<file path="config.mk">
export PLATFORM = sky130hd
export DESIGN_NAME = spad_stream_writer
export DESIGN_NICKNAME = d
export VERILOG_FILES = /design/src/rtl/spad_pkg.sv /design/src/rtl/spad_ptr_ctr.sv /design/src/rtl/spad_stream_writer.sv
export SDC_FILE = /design/constraint.sdc
export NUM_CORES = 1
export LEC_CHECK = 0
export ABC_CLOCK_PERIOD_IN_PS = 4300
export CORE_MARGIN = 4
export CORE_UTILIZATION = 35
export CTS_CLUSTER_SIZE = 8
export DETAILED_ROUTE_END_ITERATION = 8
export PLACE_DENSITY = 0.64
export SKIP_LAST_GASP = 1
export SLEW_MARGIN = 20
export SYNTH_ARGS = -nofsm -noshare
export SYNTH_HDL_FRONTEND = slang
export SYNTH_SLANG_ARGS = --single-unit
</file>
<file path="constraint.sdc">
create_clock -name clk -period 4.3 [get_ports clk]
set_input_delay 1.075 -clock clk [delete_from_list [all_inputs] [get_ports clk]]
set_output_delay 1.075 -clock clk [all_outputs]
set_load 0.005 [all_outputs]
</file>
<file path="src/rtl/spad_pkg.sv">
// spad_pkg: shared types and constants for the scratchpad stream writer.
//   spad_state_e  - writer FSM states
//   SpadDataW     - default stream / scratchpad word width
//   SpadDepth     - default scratchpad depth in words
//   even_parity() - even parity of a word (zero-extended to SpadParityMaxW bits)
package spad_pkg;

    localparam int unsigned SpadDataW      = 16;
    localparam int unsigned SpadDepth      = 16;
    // Widest word the parity helper accepts; zero-extension does not change parity.
    localparam int unsigned SpadParityMaxW = 64;

    typedef enum logic [1:0] {
        StIdle = 2'd0,
        StFill = 2'd1,
        StDone = 2'd2,
        StOvf  = 2'd3
    } spad_state_e;

    function automatic logic even_parity(input logic [SpadParityMaxW-1:0] d);
        return ^d;
    endfunction

endpackage

</file>
<file path="src/rtl/spad_ptr_ctr.sv">
// spad_ptr_ctr: circular tail pointer and occupancy counter for one scratchpad.
//   clk  - rising-edge clock
//   rst  - asynchronous active-high reset
//   inc  - one word written this cycle (advances tail, raises occupancy)
//   dec  - consumer frees one word this cycle (ignored when empty)
//   tail - next write address, wraps modulo DEPTH
//   used - current occupancy, 0..DEPTH
module spad_ptr_ctr
    import spad_pkg::*;
#(
    parameter int unsigned DEPTH  = SpadDepth,
    parameter int unsigned ADDR_W = $clog2(DEPTH)
) (
    input  logic              clk,
    input  logic              rst,
    input  logic              inc,
    input  logic              dec,
    output logic [ADDR_W-1:0] tail,
    output logic [ADDR_W:0]   used
);

    logic [ADDR_W-1:0] tail_q, tail_d;
    logic [ADDR_W:0]   used_q, used_d;
    logic              dec_eff;

    always_comb begin
        dec_eff = dec & (used_q != '0);
        tail_d  = tail_q;
        used_d  = used_q;
        // DEPTH is a power of two, so natural wrap of the ADDR_W-bit pointer is mod DEPTH.
        if (inc) begin
            tail_d = tail_q + ADDR_W'(1);
        end
        // Simultaneous inc and dec cancel out.
        unique case ({inc, dec_eff})
            2'b10:   used_d = used_q + (ADDR_W + 1)'(1);
            2'b01:   used_d = used_q - (ADDR_W + 1)'(1);
            default: used_d = used_q;
        endcase
    end

    always_ff @(posedge clk or posedge rst) begin
        if (rst) begin
            tail_q <= '0;
            used_q <= '0;
        end else begin
            tail_q <= tail_d;
            used_q <= used_d;
        end
    end

    assign tail = tail_q;
    assign used = used_q;

endmodule

</file>
<file path="src/rtl/spad_stream_writer.sv">
// spad_stream_writer: writes one row of row_len stream words into a circular
// scratchpad, then flags done (sticky) or full on overflow (sticky).
//   clk, rst            - clock, asynchronous active-high reset
//   en                  - transfer enable; a rising edge starts a transfer
//   row_len             - words per transfer, sampled at start
//   in_valid/in_data    - input stream, in_ready accepts
//   rel                 - consumer frees one scratchpad word
//   wr_en/wr_addr/wr_data - registered scratchpad write port
//   head_addr           - tail pointer latched at transfer start
//   used                - scratchpad occupancy
//   done, full          - sticky completion / overflow abort
// Build option: SPAD_WR_PARITY_EN widens wr_data by one bit carrying even parity.
module spad_stream_writer
    import spad_pkg::*;
#(
    parameter int unsigned DATA_W = SpadDataW,
    parameter int unsigned DEPTH  = SpadDepth,
    parameter int unsigned ADDR_W = $clog2(DEPTH)
) (
    input  logic              clk,
    input  logic              rst,
    input  logic              en,
    input  logic [ADDR_W:0]   row_len,
    input  logic              in_valid,
    input  logic [DATA_W-1:0] in_data,
    output logic              in_ready,
    input  logic              rel,
    output logic              wr_en,
    output logic [ADDR_W-1:0] wr_addr,
`ifdef SPAD_WR_PARITY_EN
    output logic [DATA_W:0]   wr_data,
`else
    output logic [DATA_W-1:0] wr_data,
`endif
    output logic [ADDR_W-1:0] head_addr,
    output logic [ADDR_W:0]   used,
    output logic              done,
    output logic              full
);

`ifdef SPAD_WR_PARITY_EN
    localparam int unsigned WrDataW = DATA_W + 1;
`else
    localparam int unsigned WrDataW = DATA_W;
`endif
    localparam logic [ADDR_W:0] DepthW = (ADDR_W + 1)'(DEPTH);

    spad_state_e        state_q, state_d;
    logic               en_q;
    logic [ADDR_W:0]    row_len_q, row_len_d;
    logic [ADDR_W:0]    cnt_q, cnt_d;
    logic [ADDR_W-1:0]  head_q, head_d;
    logic               done_q, done_d;
    logic               full_q, full_d;
    logic               wr_en_q, wr_en_d;
    logic [ADDR_W-1:0]  wr_addr_q, wr_addr_d;
    logic [WrDataW-1:0] wr_data_q, wr_data_d;

    logic [ADDR_W-1:0]  tail;
    logic               start;
    logic               accept;
    logic               is_full;

    spad_ptr_ctr #(
        .DEPTH  (DEPTH),
        .ADDR_W (ADDR_W)
    ) u_ptr_ctr (
        .clk  (clk),
        .rst  (rst),
        .inc  (accept),
        .dec  (rel),
        .tail (tail),
        .used (used)
    );

    assign start   = en & ~en_q;
    assign is_full = (used == DepthW);
    // A zero-length row must not accept anything on its way to DONE.
    assign in_ready = (state_q == StFill) & (row_len_q != '0) & ~is_full;
    assign accept   = in_valid & in_ready;

    always_comb begin
        state_d   = state_q;
        row_len_d = row_len_q;
        cnt_d     = cnt_q;
        head_d    = head_q;
        done_d    = done_q;
        full_d    = full_q;
        wr_en_d   = 1'b0;
        wr_addr_d = wr_addr_q;
        wr_data_d = wr_data_q;

        if (accept) begin
            wr_en_d   = 1'b1;
            wr_addr_d = tail;
`ifdef SPAD_WR_PARITY_EN
            wr_data_d = {even_parity(SpadParityMaxW'(in_data)), in_data};
`else
            wr_data_d = in_data;
`endif
            cnt_d     = cnt_q + (ADDR_W + 1)'(1);
        end

        unique case (state_q)
            StIdle, StDone: begin
                if (start) begin
                    row_len_d = row_len;
                    head_d    = tail;
                    cnt_d     = '0;
                    done_d    = 1'b0;
                    full_d    = 1'b0;
                    state_d   = StFill;
                end
            end
            StFill: begin
                if (row_len_q == '0) begin
                    done_d  = 1'b1;
                    state_d = StDone;
                end else if (accept) begin
                    // The last beat completes the row even if en drops with it.
                    if (cnt_q == row_len_q - (ADDR_W + 1)'(1)) begin
                        done_d  = 1'b1;
                        state_d = StDone;
                    end else if (!en) begin
                        state_d = StIdle;
                    end
                end else if (is_full && in_valid) begin
                    full_d  = 1'b1;
                    state_d = StOvf;
                end else if (!en) begin
                    state_d = StIdle;
                end
            end
            StOvf: begin
                if (!en) begin
                    state_d = StIdle;
                end
            end
            default: state_d = StIdle;
        endcase
    end

    always_ff @(posedge clk or posedge rst) begin
        if (rst) begin
            state_q   <= StIdle;
            en_q      <= 1'b0;
            row_len_q <= '0;
            cnt_q     <= '0;
            head_q    <= '0;
            done_q    <= 1'b0;
            full_q    <= 1'b0;
            wr_en_q   <= 1'b0;
            wr_addr_q <= '0;
            wr_data_q <= '0;
        end else begin
            state_q   <= state_d;
            en_q      <= en;
            row_len_q <= row_len_d;
            cnt_q     <= cnt_d;
            head_q    <= head_d;
            done_q    <= done_d;
            full_q    <= full_d;
            wr_en_q   <= wr_en_d;
            wr_addr_q <= wr_addr_d;
            wr_data_q <= wr_data_d;
        end
    end

    assign wr_en     = wr_en_q;
    assign wr_addr   = wr_addr_q;
    assign wr_data   = wr_data_q;
    assign head_addr = head_q;
    assign done      = done_q;
    assign full      = full_q;

endmodule

</file>
==> impl_metrics.toml <==
[die]
dieArea_sq_mm = 0.00780
die_h_um = 88.3
ioPinCount = 59
core-area_sq_mm = 0.00631
start_util_pct = 35.8
dieWidth_um = 88.3
rows = 29

[cts]
clockRootBuffer = "clkbuf_8"
postCtsHoldBufs = 0
cts_resized = 0
clock-sinks = 49
cts_tree = "yes"
postCtsSetupBuffers = 0
numCtsBuffers = 5
cts.clk_slew.worst_paths_ns = 0.09
clk_latency_ns = 0.30
max-clock-path-buffers = 2
htreeDepth = 2

[yosys]
yosysUniqueCellTypes = 35
ys_ff_latch = 49
syn_area_sq_mm = 0.00226
async_flop_share_pct = 100
syn_inst = 190
synth-edff-count = 0
yosysSeqAreaShare_pct = 54.3
ys.warnings.count = 0
syn_nets = 224
postSynthAreaPerCell_sq_um = 11.9
ys.flop_type = "dfrtp_1"

[sta]
setup_viol = 0
slew_violations = 0
fin_crit_sh_pct = 76.2
finalHoldViolCount = 0
worstMarginPinSlew_ns = 0.953
finalClockSkew_ns = 0.00232
fin_setup_tns_ns = 0
relSlewSlack_pct = 36.2
finalCriticalPeriod_ns = 3.27
rsz0062_at_grt = "false"
whs_ns = 0.481
max_freq_mhz = 305

[finish]
final_cell_mix = "clkdlybuf4s50_1, dfrtp_1, nand2_1"
nNetsFinal = 283
antennaDiodeCount = 0
final_common_cell = "clkdlybuf4s50_1"
area_growth_pct = 32.4
drive_above_1_share_pct = 14.8
final_util_pct = 47.3
finalNonFillerCells = 327

[setup_path]
cp_max_fo = 5
path_buf_inv = 2
max_stage_delay_ns = 0.56
end_kind = "output pin"
worst-endpoint-required_ns = 3.22
crit_start = "row_len_q[0]"
crit_slowest_cell = "nor4b_2"
cpLargestDelayFamily = "buffers and inverters"
crit_arrival_ns = 2.20
reg2reg_slack_ns = 1.43
path_cells = "inv_1 -> ha_1 -> nor4b_2 -> a211oi_1 -> clkdlybuf4s50_1"
critPathKind = "reg2out"
cp-start-kind = "flip-flop"
r2r-start = "row_len_q[0]"

[power_and_ir_drop]
p_total_mw = 2.06
powerDensity_mw_per_mm2 = 689
p_leak_nw = 1.31
vdd_ir_drop_max_v = 0.000329

[placed_design]
port-buffer-count = 58
place_congestion = 0.801
place_inst = 319
dp_hpwl_mm = 3.02

[detailed_routing]
drc = 0
dr.pass1.iters = 4
wl_per_cell_um = 13.4
drtIter0Drc = 60
vias_per_cell = 4.76
wl_mm = 4.40
vias = 1556
antenna_left = 0

[global_route]
antenna_found_initial = 0
track_usage_pct = 12.1
gr-total-overflow = 0
grt_pass1_wl_mm = 7.33
grt_pass1_vias = 1573
grt_max_degree = 50

[status]
status = "finished clean"

[min_path]
min-delay-start = "head_addr[1]"
min_path_type = "reg2reg"

[job]
maxCapViolCount = 0
[worst register-to-register path, delay by kind of cell, from the launching register on]
family                     cells  cell delay, ns
xor gates and xnor gates       1            0.13
adders and majority gates      3            0.84
AOI/OAI and AO/OA              3            0.44
muxes                          1            0.23
DFF                            1            0.42
buffers and inverters          2            0.18
and+or+nand+nor                1            0.56
[routing by layer]
metal  part of all wire [%]  track usage, %  vias up
met5                      0               0        -
met2                     45            18.9       39
met1                     47            15.6      746
met3                    7.8            4.56        4
li1                       -               -      767
met4                   0.91            3.71        0
[stage by stage]
| stage | worst slack [ns] | cell area [sq um] |
|---|---|---|
| floorplan | 1.09 | 2260 |
| global placement | 0.843 | 2900 |
| detailed placement | 0.804 | 2900 |
| CTS | 1.01 | 2990 |
| global route | 0.916 | 2990 |
| finish | 1.03 | 2990 |
[cell families (layout without fill, tap and decap cells)]
kind of cell | Yosys count | in the layout | synth area share (%)
simple gates | 56 | 56 | 11.9
flops | 49 | 49 | 54.3
mux | 26 | 26 | 12.7
compound gates | 22 | 22 | 7.53
buf+inv | 15 | 75 | 3.32
xor+xnor | 14 | 14 | 5.43
fa+ha+maj | 8 | 8 | 4.76
[synth_stat cells, drive strengths merged (2+ instances only)]
cell	count	share of area [%]
a21boi	2	0.66
a21o	4	1.3
nand3	3	0.66
xnor2	10	3.9
buf	3	1.3
inv	8	1.3
nand2b	4	1.1
nor4b	2	1.1
o21ai	5	1.1
dfrtp	49	54
nand2	31	5.2
mux2	22	11
nand4	3	0.83
ha	7	3.9
nor2	7	1.2
clkbuf	4	0.66
xor2	4	1.6
mux2i	4	1.8
a21oi	4	0.89
[final cells by class]
cell class	instances	area [sq um]
Multi-Input combinational cell	126	957
Clock inverter	3	21.3
Inverter	8	31.3
Clock buffer	5	68.8
Tap cell	77	96.3
Timing Repair Buffer	59	588
Fill cell	594	3320
Sequential cell	49	1230
[report_power, final]
group          internal [mW]  total [mW]  switching (mW)
sequential             0.668       0.842           0.174
combinational          0.592       0.944           0.352
clock                  0.116       0.273           0.157
total                   1.38        2.06           0.684
[final timing paths]
check                               endpoint  depth (start not counted)
setup / recovery                    in_ready                          5
hold / removal                  head_addr[1]                          2
setup reg to reg           u_ptr_ctr.used[4]                         11
hold reg to reg                 head_addr[1]                          2
max in group asynchronous  u_ptr_ctr.tail[0]                          2
min in group asynchronous        wr_data[15]                          2
[registers in the layout (all words and copies together) (netlist names)]
signal          cells
cnt_q               5
u_ptr_ctr.used      5
en_q                1
row_len_q           5
u_ptr_ctr.tail      4
state_q             2
done                1
head_addr           4
wr_en               1
full                1
wr_addr             4
wr_data            16
(Power assumes the default switching activity.)
